`config.mk`:
```
export PLATFORM = sky130hd
export DESIGN_NAME = uart_rx_flat
export DESIGN_NICKNAME = d
export VERILOG_FILES = /design/src/rtl/uart_rx_if.sv /design/src/rtl/uart_rx.sv /design/src/flat_wrapper.sv
export SDC_FILE = /design/constraint.sdc
export NUM_CORES = 1
export LEC_CHECK = 0
export CORE_MARGIN = 2
export CORE_UTILIZATION = 52
export CTS_CLUSTER_SIZE = 40
export DETAILED_ROUTE_END_ITERATION = 16
export GPL_ROUTABILITY_DRIVEN = 1
export GPL_TIMING_DRIVEN = 0
export HOLD_SLACK_MARGIN = 0.03
export PLACE_DENSITY = 0.75
export SLEW_MARGIN = 20
export SYNTH_ARGS = -nofsm -noshare
export SYNTH_HDL_FRONTEND = slang
export SYNTH_SLANG_ARGS = --single-unit
```
`constraint.sdc`:
```
create_clock -name clk -period 1.6 [get_ports clk]
set_input_delay 0.4 -clock clk [delete_from_list [all_inputs] [get_ports clk]]
set_output_delay 0.4 -clock clk [all_outputs]
set_load 0.02 [all_outputs]
```
`src/rtl/uart_rx_if.sv`:
```
// rtl/uart_rx_if.sv - received-byte bundle between uart_rx and its byte consumer
interface uart_rx_if;
  logic [7:0] data;
  logic       valid;
  logic       frame_err;
  logic       busy;

  modport master (output data, output valid, output frame_err, output busy);
  modport slave  (input  data, input  valid, input  frame_err, input  busy);
endinterface

```
`src/rtl/uart_rx.sv`:
```
// rtl/uart_rx.sv - 8N1 serial receiver with mid-bit sampling and framing-error detection
module uart_rx #(
  parameter int BAUD = 115200,
  parameter int F    = 50000000
) (
  input  logic      clk,
  input  logic      rst,
  input  logic      rx,
  uart_rx_if.master bus
);

  localparam int CPB   = F / BAUD;
  localparam int HALF  = CPB / 2;
  localparam int CNT_W = (CPB > 2) ? $clog2(CPB) : 1;

  localparam logic [CNT_W-1:0] HALF_END = CNT_W'(HALF - 1);
  localparam logic [CNT_W-1:0] BIT_END  = CNT_W'(CPB - 1);

  localparam logic [2:0] S_IDLE  = 3'd0;
  localparam logic [2:0] S_START = 3'd1;
  localparam logic [2:0] S_DATA  = 3'd2;
  localparam logic [2:0] S_STOP  = 3'd3;
  localparam logic [2:0] S_BREAK = 3'd4;

  generate
    if (CPB < 4) begin : g_cfg_err
      $error("uart_rx: F / BAUD must be at least 4 clocks per bit");
    end
  endgenerate

  logic             sync1, sync2, sync3;
  logic [1:0]       flush;
  logic             armed;
  logic [2:0]       state;
  logic [CNT_W-1:0] cnt;
  logic [2:0]       idx;
  logic [7:0]       shreg;
  logic [7:0]       data_q;
  logic             valid_q, frame_err_q, busy_q;
  logic             fall;

  // A start edge is only trusted once the line has been seen high after the
  // synchronizer has flushed its reset value, so a line held low through reset
  // never looks like a start bit.
  assign fall = armed && sync3 && !sync2;

  always_ff @(posedge clk) begin
    if (rst) begin
      sync1       <= 1'b1;
      sync2       <= 1'b1;
      sync3       <= 1'b1;
      flush       <= 2'd0;
      armed       <= 1'b0;
      state       <= S_IDLE;
      cnt         <= '0;
      idx         <= 3'd0;
      shreg       <= 8'h00;
      data_q      <= 8'h00;
      valid_q     <= 1'b0;
      frame_err_q <= 1'b0;
      busy_q      <= 1'b0;
    end else begin
      sync1       <= rx;
      sync2       <= sync1;
      sync3       <= sync2;
      valid_q     <= 1'b0;
      frame_err_q <= 1'b0;
      if (flush != 2'd2) flush <= flush + 2'd1;
      if (flush == 2'd2 && sync2) armed <= 1'b1;

      case (state)
        S_IDLE: begin
          if (fall) begin
            state  <= S_START;
            cnt    <= '0;
            busy_q <= 1'b1;
          end
        end
        S_START: begin
          if (cnt == HALF_END) begin
            cnt <= '0;
            idx <= 3'd0;
            if (!sync2) begin
              state <= S_DATA;
            end else begin
              state  <= S_IDLE;
              busy_q <= 1'b0;
            end
          end else begin
            cnt <= cnt + CNT_W'(1);
          end
        end
        S_DATA: begin
          if (cnt == BIT_END) begin
            cnt        <= '0;
            shreg[idx] <= sync2;
            idx        <= idx + 3'd1;
            if (idx == 3'd7) state <= S_STOP;
          end else begin
            cnt <= cnt + CNT_W'(1);
          end
        end
        S_STOP: begin
          if (cnt == BIT_END) begin
            cnt <= '0;
            if (sync2) begin
              data_q  <= shreg;
              valid_q <= 1'b1;
              busy_q  <= 1'b0;
              state   <= S_IDLE;
            end else begin
              frame_err_q <= 1'b1;
              state       <= S_BREAK;
            end
          end else begin
            cnt <= cnt + CNT_W'(1);
          end
        end
        S_BREAK: begin
          if (sync2) begin
            state  <= S_IDLE;
            cnt    <= '0;
            busy_q <= 1'b0;
          end
        end
        default: begin
          state  <= S_IDLE;
          cnt    <= '0;
          busy_q <= 1'b0;
        end
      endcase
    end
  end

  assign bus.data      = data_q;
  assign bus.valid     = valid_q;
  assign bus.frame_err = frame_err_q;
  assign bus.busy      = busy_q;

endmodule

```
`src/flat_wrapper.sv`:
```
// flat-port wrapper written by rule: the top's interface ports become plain ports
module uart_rx_flat 
#(
  parameter int BAUD = 115200,
  parameter int F    = 50000000
)
  (clk, rst, rx, bus_data, bus_valid, bus_frame_err, bus_busy);
  uart_rx_if bus_i ();
  input  logic clk;
  input  logic rst;
  input  logic rx;
  output wire logic [$bits(bus_i.data)-1:0] bus_data;
  output wire logic [$bits(bus_i.valid)-1:0] bus_valid;
  output wire logic [$bits(bus_i.frame_err)-1:0] bus_frame_err;
  output wire logic [$bits(bus_i.busy)-1:0] bus_busy;
  assign bus_data = bus_i.data;
  assign bus_valid = bus_i.valid;
  assign bus_frame_err = bus_i.frame_err;
  assign bus_busy = bus_i.busy;
  uart_rx #(.BAUD(BAUD), .F(F)) u_core (.clk(clk), .rst(rst), .rx(rx), .bus(bus_i));
endmodule
```
Word level (Yosys, flattened, before mapping)
Cells that the tools add are included.
W data, S select, Z words.
- mux-type cells: 27
- $lt $le $gt $ge: 2
- bitwise gates (word level): 3
- reductions and logical operators: 15
- equality and inequality tests: 15
- add/sub/neg operators: 3
- operators by type and width (operator ; count):
    $mux W9 ; 4
    $pmux W9 S4 ; 1
    $mux W3 ; 9
    $pmux W3 S5 ; 1
    $ne A2 B1 Y1 const B ; 6
    $add A9 B1 Y9 const B ; 1
    $eq A9 B8 Y1 const B ; 1
    $eq A9 B9 Y1 const B ; 1
    $bwmux W8 ; 1
    $mux W1 ; 7
    $eq A3 B2 Y1 const B ; 2
    $eq A3 B3 Y1 const B ; 2
    $pmux W3 S2 ; 1
    $reduce_and A3 Y1 ; 2
    $reduce_and A6 Y1 ; 1
    $pmux W1 S5 ; 1
    $logic_and A1 B1 Y1 ; 4
    $lt A3 B4 Y1 const B ; 1
    $reduce_and A2 Y1 ; 2
    $reduce_and A4 Y1 ; 1
    $add A3 B1 Y3 const B ; 1
    $demux W1 S3 ; 1
    $eq A3 B1 Y1 const B ; 1
    $ge A3 B1 Y1 const B ; 1
    other kinds (10) ; 12
- flip-flop bits (word level): 40
- logic and storage cells: 78
- output and inout port bits: 11
- input port bits: 3

Longest topological paths before layout
- depth in word-level cells: 5
- mapped depth: 7
- gate-level depth less buffers: 6

Least setup slack after synthesis
No wires, ideal clock.
- kind: register to register
- from: register u_core.cnt[0]
- to: register u_core.idx[0]
- slack: -0.121 ns
- setup time: 0.070 ns
- stages on the path, launching flop included: 7
- arrival time: 1.651 ns
- period minus slack after synthesis: 1.721 ns
- cells stage by stage: dfxtp_1 > ha_1 > nand4b_2 > or3_4 > buf_6 > or3_1 > a21oi_1
- word-level cells in the longest chain between the ends: 3
- elaborated cells on any way between the ends: 5
- those cells by class: eq/ne (4); reduce/logical (1)
- RTL lines (what ; RTL line ; source):
    from (decl) ; uart_rx.sv:35 ; logic [CNT_W-1:0] cnt;
    from (signal assigned) ; uart_rx.sv:90 ; cnt <= cnt + CNT_W'(1);
    from (signal assigned) ; uart_rx.sv:100 ; cnt <= cnt + CNT_W'(1);
    from (signal assigned) ; uart_rx.sv:116 ; cnt <= cnt + CNT_W'(1);
    $eq A9 B9 Y1 or $eq A9 B8 Y1 (tied branches) ; uart_rx.sv:94, uart_rx.sv:80 ;
    $ne A2 B1 Y1 (no line) ; - ;
    $reduce_and A3 Y1 (no line) (*) ; - ;
    to (signal assigned) ; uart_rx.sv:97 ; idx <= idx + 3'd1;
    to (decl) ; uart_rx.sv:36 ; logic [2:0] idx;
Every way passes the cells marked *; elsewhere a longest branch is shown, timed or not.
A chain may end at the register's enable or synchronous reset.

Worst setup path after layout
- from: register u_core.cnt[1]
- to: register u_core.idx[0]
Same word-level chain as after synthesis.

==> results_dict.tcl <==
set metrics [dict create \
    status "finished, violations left" \
    violations "negative setup slack" \
    critPathLaunchType "flip-flop" \
    cp.required_ps 1820 \
    synth-compound-area-share_pct 15.2 \
    max_cap_viol_count 0 \
    maxSlewViolCount 0 \
    clockBufferDepth 2 \
    cts_tree "done" \
    antenna_found_initial 0 \
    vias 1775 \
    synth-seq-cells 40 \
    hold_viol_final 0 \
    drtPass1Iterations 4 \
    crit_fanout 6 \
    stdcell_area_sq_um 2590 \
    cp_slowest_cell "or3_4" \
    area_growth_syn_to_layout_pct 32.1 \
    synth_top_area_share_pct 40.8 \
    reg2reg_slack_ps -60 \
    final.period_utilization_pct 104 \
    remaining_drc_errors 0 \
    hold_buffers 0 \
    worstSkewPairLatency_ps 300 \
    synth.area.mux_share_pct 5.68 \
    slew_headroom_pct 68.4 \
    async_reset_ff_share_pct 0 \
    die_area_sq_um 4280 \
    rsz0062_at_grt "true" \
    drt_iter0_markers 104 \
    yosysUniqueCellTypes 46 \
    die_x_um 65.4 \
    synth-edff-count 0 \
    p_leak_nw 1.07 \
    end_kind "flip-flop" \
    drive_above_1_share_pct 32.6 \
    grt_start_max_net_pins 14 \
    r2r_cells 6 \
    setup_viol 8 \
    ys_top_cells_by_area "dfxtp_1 (41%), mux2i_1 (5.1%), a21oi_1 (4.6%), nor2_1 (4.0%), ha_1 (3.8%)" \
    top_layer "met4" \
    max_freq_mhz 602 \
    fin_skew_ps 7.14 \
    synth.net_count 232 \
    avgSynthCellArea_sq_um 8.80 \
    synth-simple-area-share_pct 29.3 \
    routabilityCongestion 0.858 \
    cp_num_cells 6 \
    cp_slowest_stage_delay_ps 440 \
    hpwl_um 2750 \
    grt_pass1_wl_um 7580 \
    synth_top_flop_cell "dfxtp_1" \
    clock_sinks 40 \
    grtUsageTotal_pct 23.2 \
    power.total_mw 2.31 \
    cp.arrival_ps 1890 \
    powerDensity_nw_per_um2 893 \
    portBuffers 13 \
    hold_depth 1 \
    min_period_ps 1660 \
    hold_class "flip-flop to flip-flop" \
    synth_top_family_by_area "simple AND/OR/NAND/NOR gates" \
    post-route-worst-setup-slack_ps -62.2 \
    ant_nets 0 \
    vdd_drop_max_mv 0.676 \
    clk_pin_slew_worst_paths_ps 80 \
    worst_path_most_repeated_cell "or3_4" \
    final_nets 266 \
    wl_per_cell_um 14.6 \
    yosys.area_share.adder_pct 3.83 \
    die_y_um 65.4 \
    fill_cells 282 \
    cpLargestDelayFamily "simple AND/OR/NAND/NOR gates" \
    cts_buffers 5 \
    worst_slew_pin_slew_ps 472 \
    synth_xor_area_share_pct 0.893 \
    rows 22 \
    globalRouteOverflowTotal 0 \
    drt-met1-wl_um 1990 \
    n_antenna_cell 0 \
    netlist_area_sq_um 1960 \
    ios 14 \
    avgViaCountPerCell 5.80 \
    first_global_vias 1599 \
    syn_inst 223 \
    critPathBufInv 1 \
    synth_warnings 0 \
    initial_core_util_pct 54.0 \
    dpl_cell_area_sq_um 2190 \
    cts_max_level 2 \
    yosys.area.top_type "dfxtp_1" \
    crit_chain "inv_4 -> ha_4 -> nand4b_4 -> or3_4 -> or3_4 -> a21oi_2" \
    route.met3.wl_um 154 \
    seq_area_frac_synth_pct 40.8 \
    path_class "flip-flop to flip-flop" \
    drt-total-wl_um 4460 \
    root_buffer "clkbuf_8" \
    met2_length_um 2220 \
    core_sq_um 3630 \
]
-- final cells by class --
| type | count | area, sq um | share of cell area (%) |
|---|---|---|---|
| clock buffers | 6 | 72.6 | 2.80 |
| flip-flops and latches | 40 | 823 | 31.8 |
| repair buffers | 28 | 251 | 9.71 |
| well taps | 48 | 60.1 | 2.32 |
| plain buffers | 12 | 73.8 | 2.85 |
| multi-input cells | 165 | 1280 | 49.3 |
| inverters | 5 | 21.3 | 0.821 |
| clock inverters | 2 | 12.5 | 0.483 |
-- placed cells by master (no fill, tap or decap), types with 7 or more instances in the layout --
cell type | Yosys | layout
dfxtp_1 | 40 | 30
a21oi_1 | 18 | 15
nand2_1 | 20 | 20
dlygate4sd2_1 | 0 | 9
nor3_1 | 10 | 7
buf_4 | 0 | 12
nor2_1 | 21 | 20
mux2i_1 | 10 | 10
nand4_1 | 7 | 7
-- stage by stage --
step	TNS, ps	util [%]	worst slack (ps)	cells	hold slack, ps
2_1_floorplan	-114	-	-70.0	223	389
3_3_place_gp	-11460	60.2	-421	284	392
3_5_place_dp	-11710	60.2	-441	284	403
4_1_cts	-37.0	67.7	-32.9	304	423
5_1_grt	-1590	71.3	-131	306	452
6_report	-216	71.3	-62.2	306	419
-- registers in the layout, indices dropped and copies added (netlist names), 2 cells and up --
name and count:
u_core.state 3, u_core.flush 2, u_core.idx 3, u_core.cnt 9
u_core.shreg 8, u_core.bus.data 8
-- power breakdown --
part           total [mW]  leakage, nW  internal, mW  switching, mW
clock               0.653       0.0412         0.304          0.349
combinational       0.580        0.697         0.269          0.311
sequential           1.08        0.330          1.05         0.0354
-- cells in the mapped netlist (3+ instances only) --
cell and number:
nor2_1 21, nand4_1 7, nand2_1 20, a31oi_1 4, nor4_1 4, a21oi_1 18
ha_1 6, nand3_1 3, mux2i_1 10, inv_1 5, nor3_1 10, o211ai_1 4
nor2b_1 6, o21ai_0 9, clkbuf_1 9, or2_2 5, dfxtp_1 40, o22ai_1 5
-- worst paths after layout --
check                                     end          start
worst max register to register  u_core.idx[0]  u_core.cnt[1]
worst min-delay path             u_core.sync2   u_core.sync1
worst max-delay path            u_core.idx[0]  u_core.cnt[1]
worst min register to register   u_core.sync2   u_core.sync1
-- kinds of logic after synthesis --
logic type	after synthesis
muxes	11
DFF	40
buffers and inverters	18
and+or+nand+nor	97
adders and majority gates	6
AOI/OAI and AO/OA	49
xor gates and xnor gates	2
-- worst reg2reg max path, cell delays in order, from the launching register on --
cell	delay (ps)
dfxtp_4	360
inv_4	60
ha_4	130
nand4b_4	140
or3_4	440
or3_4	340
a21oi_2	120
-- repair_timing --
item / 4_1_cts / 5_1_grt
cloned: 1 / 0
resized for setup: 47 / 33
pin swaps: 9 / 22
endpoints found under the setup margin: 43 / 37
setup buffers: 12 / 2
-- layer usage --
layer | up-vias | track usage [%]
met1 | 844 | 30.0
met2 | 37 | 36.5
met4 | 0 | 9.90
met5 | - | 0
li1 | 884 | -
met3 | 10 | 5.99
Power figures use the tool's default switching activity.
